--- config.mk ---
export PLATFORM = sky130hd
export DESIGN_NAME = lcd_spi_tx_flat
export DESIGN_NICKNAME = d
export VERILOG_FILES = /design/src/rtl/lcd_spi_tx_if.sv /design/src/rtl/lcd_spi_tx.sv /design/src/flat_wrapper.sv
export SDC_FILE = /design/constraint.sdc
export NUM_CORES = 1
export LEC_CHECK = 0
export CORE_UTILIZATION = 60
export DETAILED_ROUTE_END_ITERATION = 7
export PLACE_DENSITY = 0.88
export SKIP_LAST_GASP = 1
export SLEW_MARGIN = 15
export SYNTH_ARGS = -nofsm -noshare
export SYNTH_HDL_FRONTEND = slang
export SYNTH_SLANG_ARGS = --single-unit
--- constraint.sdc ---
create_clock -name clk -period 8.2 [get_ports clk]
set_input_delay 1.23 -clock clk [delete_from_list [all_inputs] [get_ports clk]]
set_output_delay 1.23 -clock clk [all_outputs]
set_load 0.05 [all_outputs]
--- src/rtl/lcd_spi_tx_if.sv ---
// lcd_spi_tx_if: valid/ready write port carrying {dc, byte} entries.
// The master pushes; the streamer accepts while its FIFO has room.
interface lcd_spi_tx_if;
  logic [8:0] data;
  logic       valid;
  logic       ready;

  modport master (
    output data,
    output valid,
    input  ready
  );

  modport slave (
    input  data,
    input  valid,
    output ready
  );
endinterface

--- src/rtl/lcd_spi_tx.sv ---
// lcd_spi_tx: FIFO-fed SPI mode-0 byte streamer for the Eye-SPI TFT pins.
// Optional rectangle-fill engine is built when LCD_TX_FILL_EN is defined.
module lcd_spi_tx #(
  parameter int FIFO_DEPTH = 16,
  parameter int CLK_DIV    = 1
) (
  input  logic                        clk,
  input  logic                        reset_n,
  lcd_spi_tx_if.slave                 s,
  output logic                        busy,
  output logic [$clog2(FIFO_DEPTH):0] fifo_level,
`ifdef LCD_TX_FILL_EN
  input  logic [15:0]                 fill_color,
  input  logic [15:0]                 fill_count,
  input  logic                        fill_start,
`endif
  output logic                        sclk,
  output logic                        mosi,
  output logic                        cs_n,
  output logic                        dc
);

  localparam int AW = $clog2(FIFO_DEPTH);
  localparam logic [AW:0] FULL_LVL = (AW+1)'(FIFO_DEPTH);
  localparam logic [7:0] DIV_END = 8'(CLK_DIV - 1);

  typedef enum logic [1:0] {
    IDLE,
    SHIFT,
    HOLD
  } state_t;

  state_t state, state_d;

  logic [8:0]    mem [FIFO_DEPTH];
  logic [AW-1:0] wp, rp;
  logic [AW:0]   cnt;
  logic          full, empty;
  logic          push, pop;

  logic [7:0]    sh;
  logic [2:0]    bit_cnt;
  logic [7:0]    div_cnt;
  logic          tick, take;
  logic          have_next, fill_src;
  logic [8:0]    nxt;

  assign full       = (cnt == FULL_LVL);
  assign empty      = (cnt == '0);
  assign push       = s.valid && !full;
  assign s.ready    = !full;
  assign fifo_level = cnt;

  always_ff @(posedge clk) begin
    if (push) mem[wp] <= s.data;
  end

  always_ff @(posedge clk or negedge reset_n) begin
    if (!reset_n) begin
      wp  <= '0;
      rp  <= '0;
      cnt <= '0;
    end else begin
      if (push) wp <= wp + 1'b1;
      if (pop)  rp <= rp + 1'b1;
      unique case (1'b1)
        push && !pop: cnt <= cnt + 1'b1;
        pop && !push: cnt <= cnt - 1'b1;
        default: ;
      endcase
    end
  end

`ifdef LCD_TX_FILL_EN
  logic [15:0] f_color;
  logic [15:0] f_rem;
  logic        f_hi;
  logic        f_go;

  // A fill only launches from a fully quiet block so queued writes
  // never get reordered behind the pixels.
  assign f_go = (state == IDLE) && empty && (f_rem == '0)
             && fill_start && (fill_count != '0);
  assign fill_src = (f_rem != '0);

  always_ff @(posedge clk or negedge reset_n) begin
    if (!reset_n) begin
      f_color <= '0;
      f_rem   <= '0;
      f_hi    <= 1'b1;
    end else if (f_go) begin
      f_color <= fill_color;
      f_rem   <= fill_count;
      f_hi    <= 1'b1;
    end else if (take && fill_src) begin
      f_hi <= !f_hi;
      if (!f_hi) f_rem <= f_rem - 16'd1;
    end
  end

  always_comb begin
    have_next = fill_src || !empty;
    nxt       = mem[rp];
    if (fill_src)
      nxt = {1'b1, f_hi ? f_color[15:8] : f_color[7:0]};
  end

  assign busy = !empty || (state != IDLE) || fill_src;
`else
  assign fill_src  = 1'b0;
  assign have_next = !empty;
  assign nxt       = mem[rp];
  assign busy      = !empty || (state != IDLE);
`endif

  assign pop  = take && !fill_src;
  assign tick = (div_cnt == DIV_END);

  always_ff @(posedge clk or negedge reset_n) begin
    if (!reset_n) state <= IDLE;
    else          state <= state_d;
  end

  always_comb begin
    state_d = state;
    take    = 1'b0;
    unique case (state)
      IDLE: begin
        if (have_next) begin
          take    = 1'b1;
          state_d = SHIFT;
        end
      end
      SHIFT: begin
        if (tick && sclk && bit_cnt == 3'd7) begin
          if (have_next) take = 1'b1;
          else           state_d = HOLD;
        end
      end
      HOLD: begin
        if (tick) state_d = IDLE;
      end
      default: state_d = IDLE;
    endcase
  end

  // A load restarts the bit clock low, so dc/mosi of the next byte
  // always change while sclk is low.
  always_ff @(posedge clk or negedge reset_n) begin
    if (!reset_n) begin
      sh      <= '0;
      bit_cnt <= '0;
      div_cnt <= '0;
      sclk    <= 1'b0;
      mosi    <= 1'b0;
      cs_n    <= 1'b1;
      dc      <= 1'b0;
    end else if (take) begin
      sh      <= nxt[7:0];
      mosi    <= nxt[7];
      dc      <= nxt[8];
      cs_n    <= 1'b0;
      bit_cnt <= '0;
      div_cnt <= '0;
      sclk    <= 1'b0;
    end else begin
      unique case (state)
        SHIFT: begin
          if (tick) begin
            div_cnt <= '0;
            sclk    <= !sclk;
            if (sclk) begin
              bit_cnt <= bit_cnt + 3'd1;
              sh      <= {sh[6:0], 1'b0};
              mosi    <= sh[6];
            end
          end else begin
            div_cnt <= div_cnt + 8'd1;
          end
        end
        HOLD: begin
          if (tick) begin
            div_cnt <= '0;
            cs_n    <= 1'b1;
          end else begin
            div_cnt <= div_cnt + 8'd1;
          end
        end
        default: ;
      endcase
    end
  end

endmodule
--- src/flat_wrapper.sv ---
// flat-port wrapper written by rule: the top's interface ports become plain ports
module lcd_spi_tx_flat 
#(
  parameter int FIFO_DEPTH = 16,
  parameter int CLK_DIV    = 1
)
  (clk, reset_n, busy, fifo_level, sclk, mosi, cs_n, dc, s_data, s_valid, s_ready);
  lcd_spi_tx_if s_i ();
  input  logic clk;
  input  logic reset_n;
  output logic busy;
  output logic [$clog2(FIFO_DEPTH):0] fifo_level;
  output logic sclk;
  output logic mosi;
  output logic cs_n;
  output logic dc;
  input wire logic [$bits(s_i.data)-1:0] s_data;
  input wire logic [$bits(s_i.valid)-1:0] s_valid;
  output wire logic [$bits(s_i.ready)-1:0] s_ready;
  assign s_i.data = s_data;
  assign s_i.valid = s_valid;
  assign s_ready = s_i.ready;
  lcd_spi_tx #(.FIFO_DEPTH(FIFO_DEPTH), .CLK_DIV(CLK_DIV)) u_core (.clk(clk), .reset_n(reset_n), .s(s_i), .busy(busy), .fifo_level(fifo_level), .sclk(sclk), .mosi(mosi), .cs_n(cs_n), .dc(dc));
endmodule
======== Word-level counts from Yosys, hierarchy flattened ========
Memory sizes are Yosys's and may differ from the RTL's.
Index checks and enable logic that the tools add are counted.
storage, ports and cells
  memories kept ........................... 1
  logic and storage cells ................. 84
  output and inout bits ................... 11
  input bits .............................. 12
  memory bits (writable) .................. 144
  register bits after elaboration ......... 37
memories
  memory      words  width  read ports  clocked after memory_dff  wr ports  RTL line          RTL
  u_core.mem  16     9      1           0                         1         lcd_spi_tx.sv:35  logic [8:0] mem [FIFO_DEPTH];
cells by class
  reductions and logical operators ........ 26
  eq/ne operators ......................... 8
  muxes and demuxes ....................... 32
  add/sub/neg operators ................... 6
operators with widths
  kind                                                  count
  2-to-1 mux 7 bit                                      4
  2-to-1 mux 8 bit                                      3
  2-to-1 mux 1 bit                                      14
  nonzero test 2 bit                                    7
  2-to-1 mux 3 bit                                      4
  case mux 5 bit (2 select lines)                       1
  adder 4 x 1 -> 4 bit (second input constant)          2
  adder 8 x 1 -> 8 bit (second input constant)          1
  zero test 8 bit                                       1
  2-to-1 mux 2 bit                                      4
  != test 2 x 1 -> 1 bit (second input constant)        3
  case mux 2 bit (3 select lines)                       1
  adder 5 x 1 -> 5 bit (second input constant)          1
  equality test 5 bit (second input constant)           1
  logical AND 1 bit                                     5
  zero test 1 bit                                       5
  zero test 5 bit                                       1
  subtractor 5 x 1 -> 5 bit (second input constant)     1
  AND reduction 2 bit                                   2
  AND reduction 4 bit                                   1
  adder 3 x 1 -> 3 bit (second input constant)          1
  equality test 3 bit (second input constant)           1
  AND reduction 3 bit                                   1
  equality test 2 x 1 -> 1 bit (second input constant)  1
  other kinds (6)                                       6

======== Logic depth before layout (Yosys ltp) ========
  depth in word-level cells ............... 8
  mapped depth ............................ 16
  mapped depth without buffers ............ 14

======== Worst setup path before layout ========
OpenSTA, ideal clock, no wires.
  path type ............................... reg2reg
  start ................................... reg u_core.cnt[2] (netlist: u_core.fifo_level[2])
  end ..................................... reg u_core.cnt[4] (netlist: u_core.fifo_level[4])
  arrival time ............................ 3.510 ns
  path buffers ............................ 3
  data required time ...................... 8.118 ns
  path slack .............................. 4.608 ns
  cell stages (with the launch flop) ...... 16
  cells stage by stage .................... dfrtp_1 clkbuf_2 nor3_2 nand3b_1 and2_1 buf_2 inv_1 ha_1 clkbuf_1 xor2_1 ha_1 a21o_1 nand2_1 a21o_1 a31oi_1 xor2_1
on the way
  elaborated cells on any way between the ends .. 15
RTL lines
  element                                                                RTL line            RTL
  from (decl)                                                            lcd_spi_tx.sv:37    logic [AW:0] cnt;
  from (signal assigned)                                                 lcd_spi_tx.sv:67    push && !pop: cnt <= cnt + 1'b1;
  from (signal assigned)                                                 lcd_spi_tx.sv:68    pop && !push: cnt <= cnt - 1'b1;
  equality test 5 bit (*)                                                lcd_spi_tx.sv:48    assign full = (cnt == FULL_LVL);
  zero test 1 bit (*)                                                    -
  named net s_ready                                                      flat_wrapper.sv:19  output wire logic [$bits(s_i.ready)-1:0] s_ready;
  logical AND 1 bit (*)                                                  lcd_spi_tx.sv:50    assign push = s.valid && !full;
  zero test 1 bit                                                        lcd_spi_tx.sv:68
  logical AND 1 bit                                                      lcd_spi_tx.sv:68
  case mux 5 bit (2 select lines) or nonzero test 2 bit (tied branches)  -
Mark *: on every way through the listed nets, which the timed path passes. The rest lies on a longest branch.
A chain may end at the register's enable or synchronous reset.

======== Final worst setup path ========
  start ................................... reg u_core.cnt[2] (netlist: u_core.fifo_level[2])
  end ..................................... out busy
on the way
  longest elaborated chain between the ends .. 3
ends and longest elaborated chain
  element           RTL line            RTL
  zero test 5 bit   lcd_spi_tx.sv:49    assign empty = (cnt == '0);
  zero test 1 bit   -
  logical OR 1 bit  lcd_spi_tx.sv:113   assign busy = !empty || (state != IDLE);
  to (decl)         flat_wrapper.sv:11  output logic busy;
No other way between the ends.

==> results.yml <==
yosys:
  count_leader_synth: "sky130_fd_sc_hd__edfxtp_1"
  synth_async_sr_flop_share: 0.2044
  fraction_of_the_mapped_netlist_area_in_compound_gates: 0.06080
  count_of_state_elements_after_synthesis: 181
  synth.yosys.seq_area_share: 0.6878
  synthXorXnorAreaFrac: 0.01835
  synthAdderAreaFrac: 0.02622
  yosysWarningCount: 0
  yosys.area_share.simple: 0.05441
  largest_family_of_logic_cells_by_synthesized_area: "multiplexers"
  synth_edf_count: 144
  post_synth.cell_area_avg_sq_um: 17.59
  netlist_top_cells_area: "sky130_fd_sc_hd__edfxtp_1, sky130_fd_sc_hd__dfrtp_1, sky130_fd_sc_hd__mux4_1"
  synth.top_cells.by_count: "sky130_fd_sc_hd__edfxtp_1, sky130_fd_sc_hd__dfrtp_1, sky130_fd_sc_hd__nor2_1, sky130_fd_sc_hd__nand2_1, sky130_fd_sc_hd__mux4_1"
  synthDominantCellAreaShare: 0.5664
  ys_dominant_reg_cell: "sky130_fd_sc_hd__edfxtp_1"
  synthCells: 434
  post-synth-top-area-cell: "sky130_fd_sc_hd__edfxtp_1"
  multiplexer_fraction_of_the_synthesized_cell_area: 0.1241
  synth_cell_type_count: 52
  synth_nets: 462
  synthesis.area_sq_mm: 0.007635
worst_setup_path:
  endpoint_kind_of_the_worst_setup_timing_path: "output pin"
  critPathRequiredTime_ns: 6.97
  reg2reg_depth: 14
  worst_r2r_endpoint: "u_core.fifo_level[4]"
  cp_top_family: "buffers and inverters"
  worst-path-buf-inv: 1
  regToRegStartpoint: "u_core.div_cnt[0]"
  reg2reg_slack_ns: 4.87
  startpoint_type: "flop"
  critPathMaxFanout: 8
  arrival_ns: 2.29
  worst_path_max_delay_cell: "sky130_fd_sc_hd__clkdlybuf4s50_1"
  worst_path_cell_trace: "nor3_2, nand3_1, clkdlybuf4s50_1"
  crit_path_max_incr_delay_ns: 0.74
  crit_type: "reg2out"
power_and_ir_drop:
  power_per_cell_area_mw_per_mm2: 358.3
  power_mw: 3.040
  leakage_nw: 2.998
  max-vdd-ir-drop_mv: 0.2205
global_routing:
  number_of_antenna_violations_at_the_first_check_in_global_routing: 0
  vias_in_the_first_global_route: 4157
  grt_overflow: 0
  grt_pass1_wl_mm: 23.45
  grt_usage: 0.2553
  grt_start_max_net_pins: 40
floorplan:
  fp.dieArea_sq_mm: 0.01318
  floorplan.core_area_sq_mm: 0.01221
  die_w_microns: 114.8
  io_pins: 23
  rows: 40
  chipHeight_microns: 114.8
  initial_utilization: 0.6252
final_layout:
  n_antenna_cell: 0
  final_core_util: 0.6947
  final_cell_count_no_fill: 639
  final_nets: 486
  drive_above_1_share: 0.1423
  regArea_sq_mm: 0.005253
  multiInputGateArea_sq_mm: 0.002167
  fill_cells: 755
  flow.area_growth_from_synthesis_pct: 11.11
  final_design_area_no_fill_sq_mm: 0.008483
hold_path:
  holdCritPathClass: "reg2reg"
  hp-start: "u_core.dc"
  timing.hold.worst_path_depth: 2
  min_delay_worst_endpoint: "u_core.dc"
detailed_routing:
  vias: 4107
  routed_wl_mm: 15.18
  drtPass1Iterations: 5
  avgRoutedWirePerCell_microns: 23.75
  drt_iter0_markers: 488
  number_of_nets_with_antenna_violations_after_routing: 0
  drc: 0
  routed_via_density: 6.427
clock_tree:
  clk_pin_slew_worst_paths_ns: 0.07
  cts-root-buf: "sky130_fd_sc_hd__clkbuf_16"
  clk-insertion-delay-late_ns: 0.43
  cts_tree: "yes"
  post_cts_buffers: 0
  ctsLongestPathBuffers: 2
  clock_sinks: 181
  htree_levels: 4
  cts-buffers-inserted: 17
  postCtsResizedCells: 0
  ctsHoldBuffers: 0
sta:
  finalCriticalPeriod_ns: 3.516
  max-slew-margin-rel: 0.2778
  finalClockSkew_ns: 0.008252
  setup_repair_after_global_routing_missed_its_margin: "false"
  hold_violations: 0
  maximum_clock_frequency_ghz: 0.2845
  fin_tns_setup_ns: 0
  postLayoutSetupSlackWorst_ns: 4.684
  setup_violations: 0
  worst_slew_pin_slew_ns: 1.079
  min_period_over_period: 0.4287
  whs_ns: 0.4990
  final_max_slew_viol_count: 0
place:
  place_worst_setup_slack_ns: 4.493
  dp_hpwl_mm: 9.169
  gp_routability_congestion: 0.8235
  io_buffers: 22
  placed_area_sq_mm: 0.007928
  place_inst: 607
run_status:
  run_status: "finished clean"
flow_run:
  drv_cap: 0
## power by group
group	internal [mW]	total [mW]	switching (mW)
sequential	1.15	1.26	0.116
clock	0.422	0.774	0.352
combinational	0.424	1.00	0.580
## metal layers
metal,up-vias,global-route usage,part of all wire
met5,-,0,0
met4,0,0.1039,0.029
met3,36,0.08276,0.076
met2,236,0.4012,0.49
met1,2069,0.3351,0.40
li1,1766,-,-
## state kept, by name, indices dropped and copies added (netlist names)
signal             count
u_core.cs_n            1
u_core.bit_cnt         3
u_core.dc              1
u_core.wp              4
u_core.mosi            1
u_core.sclk            1
u_core.fifo_level      5
u_core.sh              7
u_core.div_cnt         8
u_core.state           2
u_core.rp              4
u_core.mem           144
## cell usage in the layout (no fill, tap or decap), drive strengths merged, types with 16 or more instances in the layout
cell,count
dfrtp,36
edfxtp,144
a22oi,16
inv,16
mux4,36
ha,16
clkdlybuf4s50,21
nand2,21
nor2,28
clkbuf,18
## worst register-to-register path: cells and delay by family (launching register included)
family,cells,cell delay (ns)
AND/OR/NAND/NOR,3,0.56
flip-flops,1,0.40
buffers and inverters,2,0.40
XOR/XNOR,2,0.34
adder cells (fa/ha/maj),3,0.80
AO/OA/AOI/OAI,4,0.75
## worst max path at each step
stage                         startpoint  cells after the start              endpoint  slack (ns)
floorplan           u_core.fifo_level[2]                     15  u_core.fifo_level[4]        4.61
global placement                 s_valid                     11  u_core.fifo_level[4]        4.62
detailed placement               s_valid                     11  u_core.fifo_level[4]        4.49
CTS                 u_core.fifo_level[2]                      3                  busy        4.70
global route           u_core.div_cnt[0]                     14  u_core.fifo_level[4]        4.55
finish              u_core.fifo_level[2]                      3                  busy        4.68
## cell families (layout without fill, tap and decap cells)
logic type,count (synthesis),in the layout
buf+inv,33,70
fa+ha+maj,16,16
mux,42,42
compound gates,64,64
simple gates,82,82
xor+xnor,16,16
flops,181,181
## cell type report
| class | instances | area share |
|---|---|---|
| flip-flops and latches | 181 | 0.6192 |
| multi-input cells | 220 | 0.2555 |
| clock buffers | 18 | 0.05059 |
| repair buffers | 28 | 0.03068 |
| well taps | 168 | 0.02478 |
| clock inverters | 14 | 0.01490 |
| inverters | 10 | 0.004425 |
Power figures use the tool's default switching activity.
